File: src/rtl/cpu_pkg.sv
// Shared encodings for the multicycle CPU front end: next-PC select codes,
// sequencer states and the instruction word size.
package cpu_pkg;

  localparam int WORD_BYTES = 4;

  typedef enum logic [1:0] {
    PCSRC_PC4 = 2'b00,
    PCSRC_BR  = 2'b01,
    PCSRC_REG = 2'b10,
    PCSRC_J   = 2'b11
  } pcsrc_e;

  typedef enum logic [1:0] {
    ST_RUN   = 2'b00,
    ST_HALT  = 2'b01,
    ST_FAULT = 2'b10
  } state_e;

endpackage

File: src/rtl/pc_sequencer_if.sv
// Control-unit to PC-sequencer bus: next-PC request inputs and the
// program-counter status returned to the control unit.
interface pc_sequencer_if #(
  parameter int CNT_W = 16
);

  logic             PCWre;
  logic [1:0]       PCSrc;
  logic [31:0]      Imm;
  logic [31:0]      RegData;
  logic [31:0]      JumpTarget;
  logic             Halt;
  logic [31:0]      PC;
  logic [31:0]      PC4;
  logic [1:0]       State;
  logic [31:0]      FaultAddr;
  logic [CNT_W-1:0] RetireCnt;

  modport master (
    output PCWre, PCSrc, Imm, RegData, JumpTarget, Halt,
    input  PC, PC4, State, FaultAddr, RetireCnt
  );

  modport slave (
    input  PCWre, PCSrc, Imm, RegData, JumpTarget, Halt,
    output PC, PC4, State, FaultAddr, RetireCnt
  );

endinterface

File: src/rtl/pc_sequencer_npc_select.sv
// Combinational next-PC mux plus the misalignment and jump-region fault
// check; has no state so it can be reused anywhere an NPC is needed.
module npc_select
  import cpu_pkg::*;
(
  input  logic [31:0] pc4,
  input  logic [1:0]  pc_src,
  input  logic [31:0] imm,
  input  logic [31:0] reg_data,
  input  logic [31:0] jump_target,
  output logic [31:0] npc,
  output logic        fault
);

  logic [31:0] br_target;
  logic        region_bad;

  // PC4 is always word aligned and the offset is shifted by two, so the
  // branch target can never be misaligned.
  assign br_target = pc4 + (imm << 2);

  always_comb begin
    npc = pc4;
    case (pcsrc_e'(pc_src))
      PCSRC_PC4: npc = pc4;
      PCSRC_BR:  npc = br_target;
      PCSRC_REG: npc = reg_data;
      PCSRC_J:   npc = jump_target;
      default:   npc = pc4;
    endcase
  end

  assign region_bad = (pcsrc_e'(pc_src) == PCSRC_J) &&
                      (jump_target[31:28] != pc4[31:28]);
  assign fault      = (npc[1:0] != 2'b00) || region_bad;

endmodule

File: src/rtl/pc_sequencer.sv
// Program-counter register and next-PC sequencer with sticky HALTED/FAULT
// states and a retired-update counter.
module pc_sequencer
  import cpu_pkg::*;
#(
  parameter logic [31:0] RESET_PC = 32'h0000_0000,
  parameter int          CNT_W    = 16
) (
  input  logic               CLK,
  input  logic               Reset,
  pc_sequencer_if.slave      bus
);

  logic [31:0]      pc_q, pc_d;
  state_e           state_q, state_d;
  logic [31:0]      fault_addr_q, fault_addr_d;
  logic [CNT_W-1:0] retire_cnt_q, retire_cnt_d;

  logic [31:0]      pc4;
  logic [31:0]      npc;
  logic             npc_fault;

  assign pc4 = pc_q + 32'(WORD_BYTES);

  npc_select u_npc_select (
    .pc4         (pc4),
    .pc_src      (bus.PCSrc),
    .imm         (bus.Imm),
    .reg_data    (bus.RegData),
    .jump_target (bus.JumpTarget),
    .npc         (npc),
    .fault       (npc_fault)
  );

  // Halt wins over a same-cycle PC write; the illegal state encoding
  // recovers into FAULT, reporting the PC it was stuck at.
  always_comb begin
    pc_d         = pc_q;
    state_d      = state_q;
    fault_addr_d = fault_addr_q;
    retire_cnt_d = retire_cnt_q;
    case (state_q)
      ST_RUN: begin
        if (bus.Halt) begin
          state_d = ST_HALT;
        end else if (bus.PCWre) begin
          if (npc_fault) begin
            fault_addr_d = npc;
            state_d      = ST_FAULT;
          end else begin
            pc_d         = npc;
            retire_cnt_d = retire_cnt_q + CNT_W'(1);
          end
        end
      end
      ST_HALT, ST_FAULT: begin
      end
      default: begin
        state_d      = ST_FAULT;
        fault_addr_d = pc_q;
      end
    endcase
  end

  always_ff @(posedge CLK) begin
    if (!Reset) begin
      pc_q         <= RESET_PC;
      state_q      <= ST_RUN;
      fault_addr_q <= 32'h0000_0000;
      retire_cnt_q <= '0;
    end else begin
      pc_q         <= pc_d;
      state_q      <= state_d;
      fault_addr_q <= fault_addr_d;
      retire_cnt_q <= retire_cnt_d;
    end
  end

  assign bus.PC        = pc_q;
  assign bus.PC4       = pc4;
  assign bus.State     = state_q;
  assign bus.FaultAddr = fault_addr_q;
  assign bus.RetireCnt = retire_cnt_q;

endmodule

File: src/flat_wrapper.sv
// flat-port wrapper written by rule: the top's interface ports become plain ports
module pc_sequencer_flat import cpu_pkg::*;
#(
  parameter logic [31:0] RESET_PC = 32'h0000_0000,
  parameter int          CNT_W    = 16
)
  (CLK, Reset, bus_PCWre, bus_PCSrc, bus_Imm, bus_RegData, bus_JumpTarget, bus_Halt, bus_PC, bus_PC4, bus_State, bus_FaultAddr, bus_RetireCnt);
  pc_sequencer_if #(.CNT_W(CNT_W)) bus_i ();
  input  logic CLK;
  input  logic Reset;
  input wire logic [$bits(bus_i.PCWre)-1:0] bus_PCWre;
  input wire logic [$bits(bus_i.PCSrc)-1:0] bus_PCSrc;
  input wire logic [$bits(bus_i.Imm)-1:0] bus_Imm;
  input wire logic [$bits(bus_i.RegData)-1:0] bus_RegData;
  input wire logic [$bits(bus_i.JumpTarget)-1:0] bus_JumpTarget;
  input wire logic [$bits(bus_i.Halt)-1:0] bus_Halt;
  output wire logic [$bits(bus_i.PC)-1:0] bus_PC;
  output wire logic [$bits(bus_i.PC4)-1:0] bus_PC4;
  output wire logic [$bits(bus_i.State)-1:0] bus_State;
  output wire logic [$bits(bus_i.FaultAddr)-1:0] bus_FaultAddr;
  output wire logic [$bits(bus_i.RetireCnt)-1:0] bus_RetireCnt;
  assign bus_i.PCWre = bus_PCWre;
  assign bus_i.PCSrc = bus_PCSrc;
  assign bus_i.Imm = bus_Imm;
  assign bus_i.RegData = bus_RegData;
  assign bus_i.JumpTarget = bus_JumpTarget;
  assign bus_i.Halt = bus_Halt;
  assign bus_PC = bus_i.PC;
  assign bus_PC4 = bus_i.PC4;
  assign bus_State = bus_i.State;
  assign bus_FaultAddr = bus_i.FaultAddr;
  assign bus_RetireCnt = bus_i.RetireCnt;
  pc_sequencer #(.RESET_PC(RESET_PC), .CNT_W(CNT_W)) u_core (.CLK(CLK), .Reset(Reset), .bus(bus_i));
endmodule
File: config.mk
export PLATFORM = sky130hd
export DESIGN_NAME = pc_sequencer_flat
export DESIGN_NICKNAME = d
export VERILOG_FILES = /design/src/rtl/cpu_pkg.sv /design/src/rtl/pc_sequencer_if.sv /design/src/rtl/pc_sequencer_npc_select.sv /design/src/rtl/pc_sequencer.sv /design/src/flat_wrapper.sv
export SDC_FILE = /design/constraint.sdc
export NUM_CORES = 1
export LEC_CHECK = 0
export BUFFER_PORTS_ARGS = -buffer_cell sky130_fd_sc_hd__buf_4
export CAP_MARGIN = 30
export CORE_ASPECT_RATIO = 0.8
export CORE_MARGIN = 1.5
export CORE_UTILIZATION = 34
export CTS_CLUSTER_DIAMETER = 150
export CTS_CLUSTER_SIZE = 25
export DETAILED_ROUTE_END_ITERATION = 7
export PLACE_DENSITY_LB_ADDON = 0.08
export SLEW_MARGIN = 20
export SYNTH_ARGS = -nofsm -noshare
export SYNTH_HDL_FRONTEND = slang
export SYNTH_SLANG_ARGS = --single-unit
export TNS_END_PERCENT = 30
File: constraint.sdc
create_clock -name CLK -period 4.95 [get_ports CLK]
set_clock_uncertainty 0.15 [all_clocks]
set_input_delay 0.99 -clock CLK [delete_from_list [all_inputs] [get_ports CLK]]
set_output_delay 0.99 -clock CLK [all_outputs]
set_load 0.005 [all_outputs]
== Word-level counts from Yosys, hierarchy flattened ==
Cells that the tools add are included.

* Add/subtract/negate cells: 3
* Equality and inequality tests: 11
* Mux-type cells: 9
* Bitwise operators: 3
* Reduce and logical (&&, ||, !) cells: 9

{| class="wikitable"
|+ Operator list
! kind !! count
|-
| one-hot mux 32 bit (4 select lines) || 1
|-
| 2-to-1 mux 32 bit || 3
|-
| one-hot mux 32 bit (2 select lines) || 1
|-
| adder 32 x 3 -> 32 bit, second input constant || 1
|-
| adder 32 bit || 1
|-
| adder 16 x 1 -> 16 bit, second input constant || 1
|-
| AND reduction 4 bit || 2
|-
| == test 2 bit, second input constant || 3
|-
| 2-to-1 mux 2 bit || 3
|-
| == test 2 x 1 -> 1 bit, second input constant || 2
|-
| zero test 2 bit || 2
|-
| inequality test 2 bit, second input constant || 2
|-
| inequality test 4 bit || 1
|-
| one-hot mux 2 bit (2 select lines) || 1
|-
| inequality test 3 x 2 -> 1 bit, second input constant || 1
|-
| inequality test 3 bit, second input constant || 1
|-
| NOT 1 bit || 3
|-
| AND reduction 3 bit || 1
|-
| inequality test 2 x 1 -> 1 bit, second input constant || 1
|-
| nonzero test 2 bit || 1
|-
| OR reduction 2 bit || 1
|-
| logical AND 1 bit || 1
|-
| logical OR 1 bit || 1
|}

* Bits in registers: 82
* Bits of input ports: 102
* Output and inout port bits: 114

== Longest topological paths before layout ==
* Word-level depth: 9
* Gate-level depth with buffers: 17

== Modules after synthesis ==
Synthesis repeated with hierarchy kept, for this count alone.

* Cell total of the unflattened synthesis: 796
* Area, all modules: 6595.1 µm²

{| class="wikitable"
|+ By module, submodules not included
! module !! times used !! cells each !! area each (µm²) !! seq. area each (µm²)
|-
| pc_sequencer || 1 || 470 || 4080.2 || 1641.6
|-
| npc_select || 1 || 326 || 2514.9 || 0.0
|}

== Least setup slack after synthesis ==
OpenSTA, ideal clock, no wires.

* Path type: register to register
* Start: register u_core.pc_q[14], in the netlist u_core.bus.PC[14]
* End: register u_core.fault_addr_q[31], in the netlist u_core.bus.FaultAddr[31]
* Library setup time: 137 ps
* Arrival: 3915 ps
* Setup slack: 747 ps
* Cell stages (with the launch flop): 14
* Buffers on the path: 1
* Clock period less this slack: 4203 ps
* Cells stage by stage: dfxtp_1 > nand4_1 > or4_1 > buf_4 > o31a_1 > or2_2 > ha_1 > nand2_1 > or4_1 > or2_2 > o21ba_2 > xnor2_1 > a221oi_1 > o221ai_1

* Cells in the longest elaborated chain, start to end: 7
* Elaborated cells on any way between the ends: 12
* Classes of those cells: add/sub (2); eq/ne (2); mux (5); reduce/logical (3)

{| class="wikitable"
|+ RTL lines
! item !! RTL line !! source
|-
| start: declaration || pc_sequencer.sv:14 || <nowiki>logic [31:0] pc_q, pc_d;</nowiki>
|-
| start signal: assignment || pc_sequencer.sv:72 || <nowiki>pc_q <= pc_d;</nowiki>
|-
| adder 32 x 3 -> 32 bit || pc_sequencer.sv:23 || <nowiki>assign pc4 = pc_q + 32'(WORD_BYTES);</nowiki>
|-
| net bus_PC4[25] || flat_wrapper.sv:18 || <nowiki>output wire logic [$bits(bus_i.PC4)-1:0] bus_PC4;</nowiki>
|-
| adder 32 bit || pc_sequencer_npc_select.sv:20 || <nowiki>assign br_target = pc4 + (imm << 2);</nowiki>
|-
| one-hot mux 32 bit (4 select lines) || pc_sequencer_npc_select.sv:24 || <nowiki>case (pcsrc_e'(pc_src))</nowiki>
|-
| 2-to-1 mux 32 bit || pc_sequencer.sv:47 || <nowiki>if (npc_fault) begin</nowiki>
|-
| 2-to-1 mux 32 bit || pc_sequencer.sv:46 || <nowiki>end else if (bus.PCWre) begin</nowiki>
|-
| 2-to-1 mux 32 bit || pc_sequencer.sv:44 || <nowiki>if (bus.Halt) begin</nowiki>
|-
| one-hot mux 32 bit (2 select lines) || pc_sequencer.sv:42 || <nowiki>case (state_q)</nowiki>
|-
| end signal: assignment || pc_sequencer.sv:74 || <nowiki>fault_addr_q <= fault_addr_d;</nowiki>
|-
| end: declaration || pc_sequencer.sv:16 || <nowiki>logic [31:0] fault_addr_q, fault_addr_d;</nowiki>
|}

The timed path passes the listed nets, and every way through them passes these cells. The select of a mux whose other input is x is not followed.
A chain may end at the register's enable or synchronous reset.

== Worst setup path in the final report ==
* Start: register u_core.pc_q[13], in the netlist u_core.bus.PC[13]
* End: register u_core.fault_addr_q[31], in the netlist u_core.bus.FaultAddr[31]

* Cells in the longest elaborated chain, start to end: 7
* Elaborated cells on any way between the ends: 12
* Classes of those cells: add/sub (2); eq/ne (2); mux (5); reduce/logical (3)

{| class="wikitable"
|+ RTL lines
! item !! RTL line
|-
| adder 32 x 3 -> 32 bit * || pc_sequencer.sv:23
|-
| adder 32 bit || pc_sequencer_npc_select.sv:20
|-
| one-hot mux 32 bit (4 select lines) || pc_sequencer_npc_select.sv:24
|-
| 2-to-1 mux 32 bit || pc_sequencer.sv:47
|-
| 2-to-1 mux 32 bit || pc_sequencer.sv:46
|-
| 2-to-1 mux 32 bit || pc_sequencer.sv:44
|-
| one-hot mux 32 bit (2 select lines) || pc_sequencer.sv:42
|}

Mark *: on every way between the ends. The rest lies on a longest branch, timed or not. The select of a mux whose other input is x is not followed.

==> summary.txt <==
Die X: 160 um
CTS H-tree lvls: 3
Clock Path Buffers: 2
Synth Instances: 857
drt total wl: 24.4 mm
GPL Wtd Cong: 0.885
CTS hold repair buffers: 0
Syn-to-layout area delta: 33.0%
Period minus WS final: 4.61 ns
core region area: 19100 um2
Routed WL per cell: 18.5 um
Slew Limit Fails: 0
grt ovf: 0
Tot Pwr: 0.00303 W
crit path cell chain: nand4_1 -> or4_1 -> nor2_1 -> and4_1 -> xnor2_1 -> inv_1 -> ha_1 -> nand2_1 -> or4_1 -> or2_2 -> o21ba_2 -> xnor2_1 -> a221oi_1 -> o221ai_1
Critical Path Sink: u_core.bus.FaultAddr[31]
CTS tree: yes
ys flop type: dfxtp_1
maximum clock frequency: 217 MHz
Die Height: 129 um
share of cells above drive strength 1: 0.280
vias in the first global route: 6507
post-place setup slack: 0.327 ns
worst slew pin tran: 0.648 ns
top cell type by total area after synthesis: dfxtp_1
Total GRT Usage: 0.233
# clock sinks: 82
RR Startpoint: u_core.bus.PC[13]
Nets: 1195
Post-Syn Area per Cell: 7.84 um2
Avg Vias per Cell: 5.33
# placed instances: 1302
largest net degree at the start of global routing: 47
DRT Pass-1 Iters: 5
unrepaired setup endpoints after global routing: false
Synth top area share: 0.244
most instantiated cells after synthesis: nand2_1, nor2_1, dfxtp_1
final core occ: 0.467
cell count along the critical path: 14
Setup CP Type: reg2reg
critical path arrival: 4.66 ns
global-route wire length before repair: 37.3 mm
hpwl dp: 19.4 mm
most common cell in the netlist: nand2_1
DRC: 0
crit path max fanout: 8
initial antenna violation count: 0
worst skew pair latency: 0.33 ns
via count: 7029
slowest CP cell: or4_1
Post-synth EDFFs: 0
maxcap violations: 0
R2R Path End: u_core.bus.FaultAddr[31]
n_diodes: 0
CP Buf/Inv Count: 1
fin cells: 1319
critical path's largest stage delay: 0.69 ns
CP Capture Type: flip-flop
Lkg Pwr: 4.03 nW
Fin. Hold Viols: 0
Final setup viols: 0
row count: 45
FF-to-FF path depth: 14
Netlist cell types: 73
Post-Syn Nets: 996
DRT iter0 DRCs: 378
worst path required time: 5.00 ns
pwr/cell area: 339 nW/um2
part of the Yosys area used for sequential elements: 0.244
Synth area leaders: dfxtp_1, ha_1, nand2_1
post-cts sizing count: 0
Worst-path clk slew: 0.06 ns
Syn. warnings: 0
Num CTS Buffers: 9
cell area after synthesis: 6720 um2
Top delay family on crit path: simple AND/OR/NAND/NOR gates
initial core utilization: 0.351
Period Utilization, post-route: 0.932
slew margin rel.: 0.567
Die ar.: 20600 um2
min-delay worst type: reg2reg
crit start category: flip-flop
Seq cells post-synth: 82
maximum vdd drop: 0.229 mV
Port Buffers: 213
I/O pin count: 216
clk root buf: clkbuf_16
crit path from: u_core.bus.PC[13]
r2r setup slk: 0.34 ns
# Post-CTS Setup Buffers: 0
post-synthesis async set-or-reset flop share: 0
setup ws final: 0.335 ns
Sum Neg Setup Slack: 0 ns
status: finished clean
ANT nets after route: 0
[worst reg2reg max path, stage by stage, from the launching register on]
cell,delay (ns)
dfxtp_1,0.45
nand4_1,0.16
or4_1,0.69
nor2_1,0.28
and4_1,0.24
xnor2_1,0.16
inv_1,0.10
ha_1,0.40
nand2_1,0.11
or4_1,0.54
or2_2,0.29
o21ba_2,0.21
xnor2_1,0.12
a221oi_1,0.41
o221ai_1,0.19
[worst min-delay path by stage]
stage                             startpoint                       end  cells past startpoint
CTS                 u_core.bus.FaultAddr[13]  u_core.bus.FaultAddr[13]                      2
floorplan           u_core.bus.FaultAddr[11]  u_core.bus.FaultAddr[11]                      2
finish              u_core.bus.FaultAddr[13]  u_core.bus.FaultAddr[13]                      2
detailed placement  u_core.bus.FaultAddr[13]  u_core.bus.FaultAddr[13]                      2
global placement    u_core.bus.FaultAddr[19]  u_core.bus.FaultAddr[19]                      2
global route        u_core.bus.FaultAddr[19]  u_core.bus.FaultAddr[19]                      2
[per-layer routing]
layer	global-route usage	vias up	share of wire
met2	0.387	249	0.46
met3	0.0583	18	0.080
met5	0	-	0
met4	0.0445	0	0.014
li1	-	3541	-
met1	0.309	3221	0.44
[per-stage QoR]
stage,hold WS [ns],area [um2]
detailed placement,0.293,8600
global route,0.320,8930
floorplan,0.298,6720
CTS,0.302,8920
finish,0.301,8930
global placement,0.294,8600
[cell families after synthesis]
group                      Yosys count  synth area share
and+or+nand+nor                    318             0.230
buffers and inverters               80            0.0514
muxes                               50            0.0978
adders and majority gates           37            0.0700
AOI/OAI and AO/OA                  231             0.226
DFF                                 82             0.244
xor gates and xnor gates            59            0.0810
[state kept, by name, indices dropped and copies added, names as in the netlist]
| signal | count |
|---|---|
| u_core.bus.FaultAddr | 32 |
| u_core.bus.PC | 32 |
| u_core.bus.RetireCnt | 16 |
| u_core.bus.State | 2 |
[final cells by class]
type / instances / area, um2
Clock buffer: 11 / 243
Fill cell: 1965 / 10200
Timing Repair Buffer: 242 / 1820
Multi-Input combinational cell: 695 / 4730
Tap cell: 258 / 323
Sequential cell: 82 / 1640
Clock inverter: 5 / 77.6
Inverter: 26 / 97.6
[power breakdown]
part,switching (W),leakage [nW],internal (W)
Clock,0.000265,0.156,0.000454
Combinational,0.000778,3.21,0.000634
Sequential,0.0000997,0.667,0.000797
Total,0.00114,4.03,0.00189
[cell usage in the layout, fill, tap and decap left out, types with 4 or more instances in the layout]
cell and count:
xnor2_1 33, nor3_1 23, o21ai_0 37, mux4_2 12, and4_1 4, nand2b_1 11, xor2_1 24, and3_1 14
a31oi_1 9, nor2_1 88, a21o_1 13, o21a_1 5, dfxtp_1 82, a221oi_1 4, a211o_1 6, a21oi_1 68
and2_1 4, nor4_1 5, o31ai_1 6, or4_1 4, nand4_1 14, ha_1 35, clkbuf_16 9, mux2_2 5
o22ai_1 8, o211ai_1 13, o21bai_1 7, inv_1 24, buf_4 242, a211oi_1 20, or2_2 6, nand2_1 97
mux2i_1 33, nand3_1 25, o2111ai_1 5, or3_1 4
No activity file was read; power rests on OpenSTA's default activity.
